<file path="config.mk">
export PLATFORM = sky130hd
export DESIGN_NAME = multicore_run_controller
export DESIGN_NICKNAME = d
export VERILOG_FILES = /design/src/rtl/mcrc_pkg.sv /design/src/rtl/mcrc_sat_counter.sv /design/src/rtl/multicore_run_controller.sv
export SDC_FILE = /design/constraint.sdc
export NUM_CORES = 1
export LEC_CHECK = 0
export ABC_AREA = 1
export ABC_CLOCK_PERIOD_IN_PS = 1900
export BUFFER_PORTS_ARGS = -buffer_cell sky130_fd_sc_hd__buf_2
export CAP_MARGIN = 10
export CORE_ASPECT_RATIO = 1.25
export CORE_MARGIN = 4
export CORE_UTILIZATION = 40
export CTS_CLUSTER_SIZE = 25
export DETAILED_ROUTE_END_ITERATION = 6
export SKIP_LAST_GASP = 1
export SLEW_MARGIN = 0
export SYNTH_ARGS = -nofsm -noshare
export SYNTH_HDL_FRONTEND = slang
export SYNTH_SLANG_ARGS = --single-unit
export TNS_END_PERCENT = 10
</file>
<file path="constraint.sdc">
create_clock -name clk -period 1.9 [get_ports clk]
set_input_delay 0.57 -clock clk [delete_from_list [all_inputs] [get_ports clk]]
set_output_delay 0.57 -clock clk [all_outputs]
set_load 0.01 [all_outputs]
</file>
<file path="src/rtl/mcrc_pkg.sv">
// Shared definitions for multicore_run_controller: FSM state encoding and core-count limit.
package mcrc_pkg;

  localparam int unsigned MCRC_MAX_CORES = 32;

  typedef enum logic [2:0] {
    IDLE    = 3'd0,
    LAUNCH  = 3'd1,
    RUN     = 3'd2,
    DONE    = 3'd3,
    TIMEOUT = 3'd4
  } state_t;

endpackage

</file>
<file path="src/rtl/mcrc_sat_counter.sv">
// Saturating up-counter with synchronous clear/enable and a compare of the
// next (incremented) value against a runtime limit (limit==0 never hits).
module mcrc_sat_counter #(
  parameter int unsigned WIDTH = 24
) (
  input  logic             clk,
  input  logic             reset,
  input  logic             clear,
  input  logic             enable,
  input  logic [WIDTH-1:0] limit,
  output logic [WIDTH-1:0] count,
  output logic             hit
);

  logic [WIDTH-1:0] count_q;
  logic [WIDTH-1:0] next_val;

  always_comb begin
    next_val = (count_q == '1) ? count_q : count_q + WIDTH'(1);
    hit      = (limit != '0) && (next_val == limit);
  end

  always_ff @(posedge clk) begin
    if (!reset) begin
      count_q <= '0;
    end else if (clear) begin
      count_q <= '0;
    end else if (enable) begin
      count_q <= next_val;
    end
  end

  assign count = count_q;

endmodule

</file>
<file path="src/rtl/multicore_run_controller.sv">
// Run/completion controller for CORE_COUNT cores: launch pulse, sticky endop
// tracking, done/timeout reporting. Optional macro: MCRC_PER_CORE_STAMP_EN.
module multicore_run_controller
  import mcrc_pkg::*;
#(
  parameter int unsigned CORE_COUNT     = 2,
  parameter int unsigned CYC_WIDTH      = 24,
  parameter int unsigned TIMEOUT_CYCLES = 0
) (
  input  logic                  clk,
  input  logic                  reset,
  input  logic                  start,
  input  logic                  abort,
  input  logic [CORE_COUNT-1:0] core_enable,
  input  logic [CORE_COUNT-1:0] endop_signal,
  output logic [CORE_COUNT-1:0] core_start,
  output logic                  busy,
  output logic                  done,
  output logic                  all_endop,
  output logic                  timeout,
  output logic [CORE_COUNT-1:0] done_mask,
  output logic [CYC_WIDTH-1:0]  cycle_count
`ifdef MCRC_PER_CORE_STAMP_EN
  ,
  output logic [CORE_COUNT*CYC_WIDTH-1:0] core_stamp
`endif
);

  if (CORE_COUNT < 1 || CORE_COUNT > MCRC_MAX_CORES) begin : g_bad_cfg
    $error("multicore_run_controller: CORE_COUNT out of range");
  end

  state_t                state_q, state_d;
  logic [CORE_COUNT-1:0] en_q;
  logic [CORE_COUNT-1:0] done_mask_q;
  logic [CORE_COUNT-1:0] fin;
  logic                  all_fin;
  logic                  done_q, done_d;
  logic                  start_acc;
  logic                  mask_upd;
  logic                  inc_en;
  logic                  limit_hit;

  mcrc_sat_counter #(
    .WIDTH (CYC_WIDTH)
  ) u_cycles (
    .clk    (clk),
    .reset  (reset),
    .clear  (start_acc),
    .enable (inc_en),
    .limit  (CYC_WIDTH'(TIMEOUT_CYCLES)),
    .count  (cycle_count),
    .hit    (limit_hit)
  );

  always_comb begin
    state_d   = state_q;
    done_d    = 1'b0;
    start_acc = 1'b0;
    mask_upd  = 1'b0;
    inc_en    = 1'b0;
    fin       = done_mask_q | (endop_signal & en_q);
    all_fin   = (fin == en_q);
    case (state_q)
      IDLE, DONE, TIMEOUT: begin
        if (start) begin
          start_acc = 1'b1;
          if (core_enable == '0) begin
            state_d = DONE;
            done_d  = 1'b1;
          end else begin
            state_d = LAUNCH;
          end
        end
      end
      LAUNCH: state_d = RUN;
      RUN: begin
        // abort freezes mask and counter; completion beats the increment
        if (abort) begin
          state_d = IDLE;
        end else begin
          mask_upd = 1'b1;
          if (all_fin) begin
            state_d = DONE;
            done_d  = 1'b1;
          end else begin
            inc_en = 1'b1;
            if (limit_hit) state_d = TIMEOUT;
          end
        end
      end
      default: state_d = IDLE;
    endcase
  end

  always_ff @(posedge clk) begin
    if (!reset) begin
      state_q     <= IDLE;
      en_q        <= '0;
      done_mask_q <= '0;
      done_q      <= 1'b0;
    end else begin
      state_q <= state_d;
      done_q  <= done_d;
      if (start_acc) begin
        en_q        <= core_enable;
        done_mask_q <= '0;
      end else if (mask_upd) begin
        done_mask_q <= fin;
      end
    end
  end

  assign core_start = (state_q == LAUNCH) ? en_q : '0;
  assign busy       = (state_q == LAUNCH) || (state_q == RUN);
  assign done       = done_q;
  assign all_endop  = (state_q == DONE);
  assign timeout    = (state_q == TIMEOUT);
  assign done_mask  = done_mask_q;

`ifdef MCRC_PER_CORE_STAMP_EN
  // Each stamp tracks cycle_count until its core finishes, then holds; shown only once finished.
  logic [CORE_COUNT-1:0] stamp_hit_unused;
  for (genvar i = 0; i < CORE_COUNT; i++) begin : g_stamp
    logic [CYC_WIDTH-1:0] stamp_cnt;
    mcrc_sat_counter #(
      .WIDTH (CYC_WIDTH)
    ) u_stamp (
      .clk    (clk),
      .reset  (reset),
      .clear  (start_acc),
      .enable (inc_en & en_q[i] & ~fin[i]),
      .limit  ('0),
      .count  (stamp_cnt),
      .hit    (stamp_hit_unused[i])
    );
    assign core_stamp[i*CYC_WIDTH +: CYC_WIDTH] = done_mask_q[i] ? stamp_cnt : '0;
  end
`endif

endmodule

</file>
==> flow_summary_export.csv <==
group,metric,value,unit
timing,fmax,553,MHz
worst_setup_path,arrival,1.24,ns
power_and_ir_drop,p_leak,1.05,nW
clock_network,clkTransAtPathRegs,0.08,ns
yosys,synth_top_family_by_area,"simple AND/OR/NAND/NOR gates",
floorplanning,start_util,0.411,
placed_design,place_ws,0.136,ns
placed_design,port_buffers,38,
yosys,yosys-top-cells-area,"dfxtp_1 32%, nand2_1 19%, nor2_1 9.3%, inv_1 6.2%, a21oi_2 4.5%",
floorplanning,die_height,86.0,um
layout,final_common_cell,"nand2_1",
timing,postLayoutSetupSlackWorst,0.0931,ns
yosys,syn_avg_cell_area,6.46,sq um
worst_setup_path,worst_setup_path_end_kind,"output pin",
worst_setup_path,slowest_delay,0.35,ns
yosys,synthAdderAreaFrac,0.0257,
yosys,yosys_warnings,0,
power_and_ir_drop,power_frac_seq,0.437,
route,routedWlPerCell,11.0,um
power_and_ir_drop,power_switching,0.570,mW
timing,grt_setup_unrepaired,"yes",
layout,post_route_cells_drive_above_1_share,0.232,
route,wirelength,4610,um
clock_network,cts_tree,"yes",
global_routing,grt_first_pass_wirelength,8040,um
worst_setup_path,crit_top_cell,"inv_1",
yosys,syn-num-nets,313,
power_and_ir_drop,power_frac_comb,0.257,
clock_network,cts-root-buf,"clkbuf_8",
timing,finalHoldViolations,0,
power_and_ir_drop,intPower,1.09,mW
worst_setup_path,crit_type,"flip-flop to output pin",
worst_setup_path,path_max_fanout,3,
clock_network,clock_sinks,31,
timing,finalCritPeriodShare,0.951,
timing,final-setup-viol-count,0,
worst_setup_path,crit_chain,"inv_1 -> ha_1 -> inv_1 -> buf_2",
global_routing,antenna_found_initial,0,
yosys,synth_cell_type_count,29,
power_and_ir_drop,power.density,703,nW/um^2
floorplanning,die_w,70.4,um
yosys,synth_mux_area_frac,0,
global_routing,grt_usage,0.162,
global_routing,grt_max_degree,25,
worst_setup_path,worstPathRequired,1.33,ns
layout,stdcell_area,2370,sq um
route,initialDrtViolationCount,94,
worst_hold_path,hp-class,"flip-flop to flip-flop",
run,maxCapViolations,0,
outcome,status,"completed",
worst_setup_path,worst_setup_path_start_kind,"flip-flop",
layout,final_cell_mix,"97 x nand2_1, 48 x nor2_1, 38 x buf_2",
route,via_per_inst,4.78,
global_routing,first_global_vias,1863,
layout,areaGrowthSynthToFinish,21.6,%
placed_design,gp_congestion,0.831,
timing,period_needed,1.81,ns
timing,report.final.slew_viol_count,0,
route,postRouteAntennaNets,0,
power_and_ir_drop,p_sw_frac,0.343,
yosys,synth_seq_area_share,0.319,
route,drt_pass1_iterations,4,
layout,diodes,0,
yosys,synth_compound_area_frac,0.104,
worst_hold_path,hold_start,"done_mask[0]",
yosys,yosys.area.top_type_share,0.319,
floorplanning,design.die.area,6050,sq um
floorplanning,coreArea,4730,sq um
clock_network,cts_buffers,5,
worst_setup_path,crit_slowest_cell,"dfxtp_2",
placed_design,placed_cell_area,2280,sq um
global_routing,grt-ovfl-total,0,
yosys,synth-seq-cells,31,
yosys,yosys.area_share.xor_xnor,0.0585,
yosys,synth_top_area_cell,"dfxtp_1",
yosys,synth_simple_gate_area_frac,0.396,
route,drc_errors,0,
clock_network,clkLatencyLatePin,0.29,ns
layout,fin_nets,369,
floorplanning,top_level_ports,40,
worst_setup_path,rr_startpoint,"u_cycles.count[1]",
worst_setup_path,crit_path_start,"state_q[0]",
clock_network,htree_levels,2,
clock_network,postCtsSetupRepairBufs,0,
floorplanning,rows,28,
timing,skew,0.0139,ns
yosys,syn_area,1950,sq um
power_and_ir_drop,vdd_drop_max,0.000437,V
yosys,synthCells,301,
clock_network,clockBufferDepth,2,
placed_design,hpwl,3580,um
route,route.vias.total,1999,
power_and_ir_drop,clkPwrFrac,0.306,
path summary, 6_finish.rpt:
kind / to / slack (ns) / cells past startpoint
setup / recovery: busy / 0.09 / 4
hold / removal: done_mask[0] / 0.50 / 2
setup reg to reg: u_cycles.count[12] / 0.14 / 10
hold reg to reg: done_mask[0] / 0.50 / 2
stage by stage:
step	TNS [ns]	cells	utilization	hold WS, ns	total power [mW]
global placement	0	410	0.482	0.481	1.17
global route	-0.0121	418	0.500	0.530	1.78
finish	0	418	0.500	0.495	1.66
CTS	0	418	0.500	0.501	1.69
detailed placement	0	410	0.482	0.487	1.17
floorplan	0	301	-	0.467	1.05
power by group through the flow:
stage                     combinational [mW]  sequential, mW  clock [mW]
after floorplan                        0.312           0.736           0
after global placement                 0.431           0.743           0
after detailed placement               0.433           0.740           0
after CTS                              0.435           0.726       0.531
after global routing                   0.485           0.734       0.560
final                                  0.427           0.727       0.509
synth_stat cells:
library cell and instances:
ha_1 4, nand3b_1 1, o21ai_1 2, conb_1 1, inv_1 32, clkinv_1 1, inv_2 1, nor2_2 3
nand4_1 8, xnor2_1 8, nand2_4 1, a21oi_1 11, nand3_1 14, buf_6 2, o21ai_0 7, buf_8 1
nand2_1 97, nand2_8 1, o31ai_1 2, nor2_1 48, nor2_4 2, a21oi_2 10, dfxtp_1 31, inv_4 1
buf_4 1, nor3_1 4, nand2_2 1, xor2_1 5, buf_2 1
cell families after synthesis:
group | after synthesis
AOI/OAI and AO/OA | 32
xor gates and xnor gates | 13
adders and majority gates | 4
buffers and inverters | 40
DFF | 31
other | 1
and+or+nand+nor | 180
state kept, by name, indices dropped and copies added, names as in the netlist:
name / cells
en_q: 2
state_q: 2
done: 1
u_cycles.count: 24
done_mask: 2
routing by layer:
layer	vias to the layer above	GRT usage	routed length (um)
li1	1054	-	-
met1	879	0.183	2030
met2	54	0.282	2220
met3	12	0.0410	241
met4	0	0.0801	122
met5	-	0	0
worst max-delay path, delay by kind of cell (launching register included):
kind	cells	cell delay, ns
buffers and inverters	3	0.27
flip-flops	1	0.35
adder cells (fa/ha/maj)	1	0.32
repair_timing:
| item | in CTS | in global routing |
|---|---|---|
| setup endpoints to repair | 0 | 11 |
| hold buffers | 0 | 0 |
| gates resized for setup | 0 | 1 |
final cells by class:
class / count / area [sq um]
Clock buffer: 5 / 68.8
Clock inverter: 3 / 15.0
Fill cell: 520 / 2360
Inverter: 35 / 134
Multi-Input combinational cell: 230 / 1140
Sequential cell: 31 / 622
Tap cell: 60 / 75.1
Timing Repair Buffer: 54 / 310
Power figures use the tool's default switching activity.
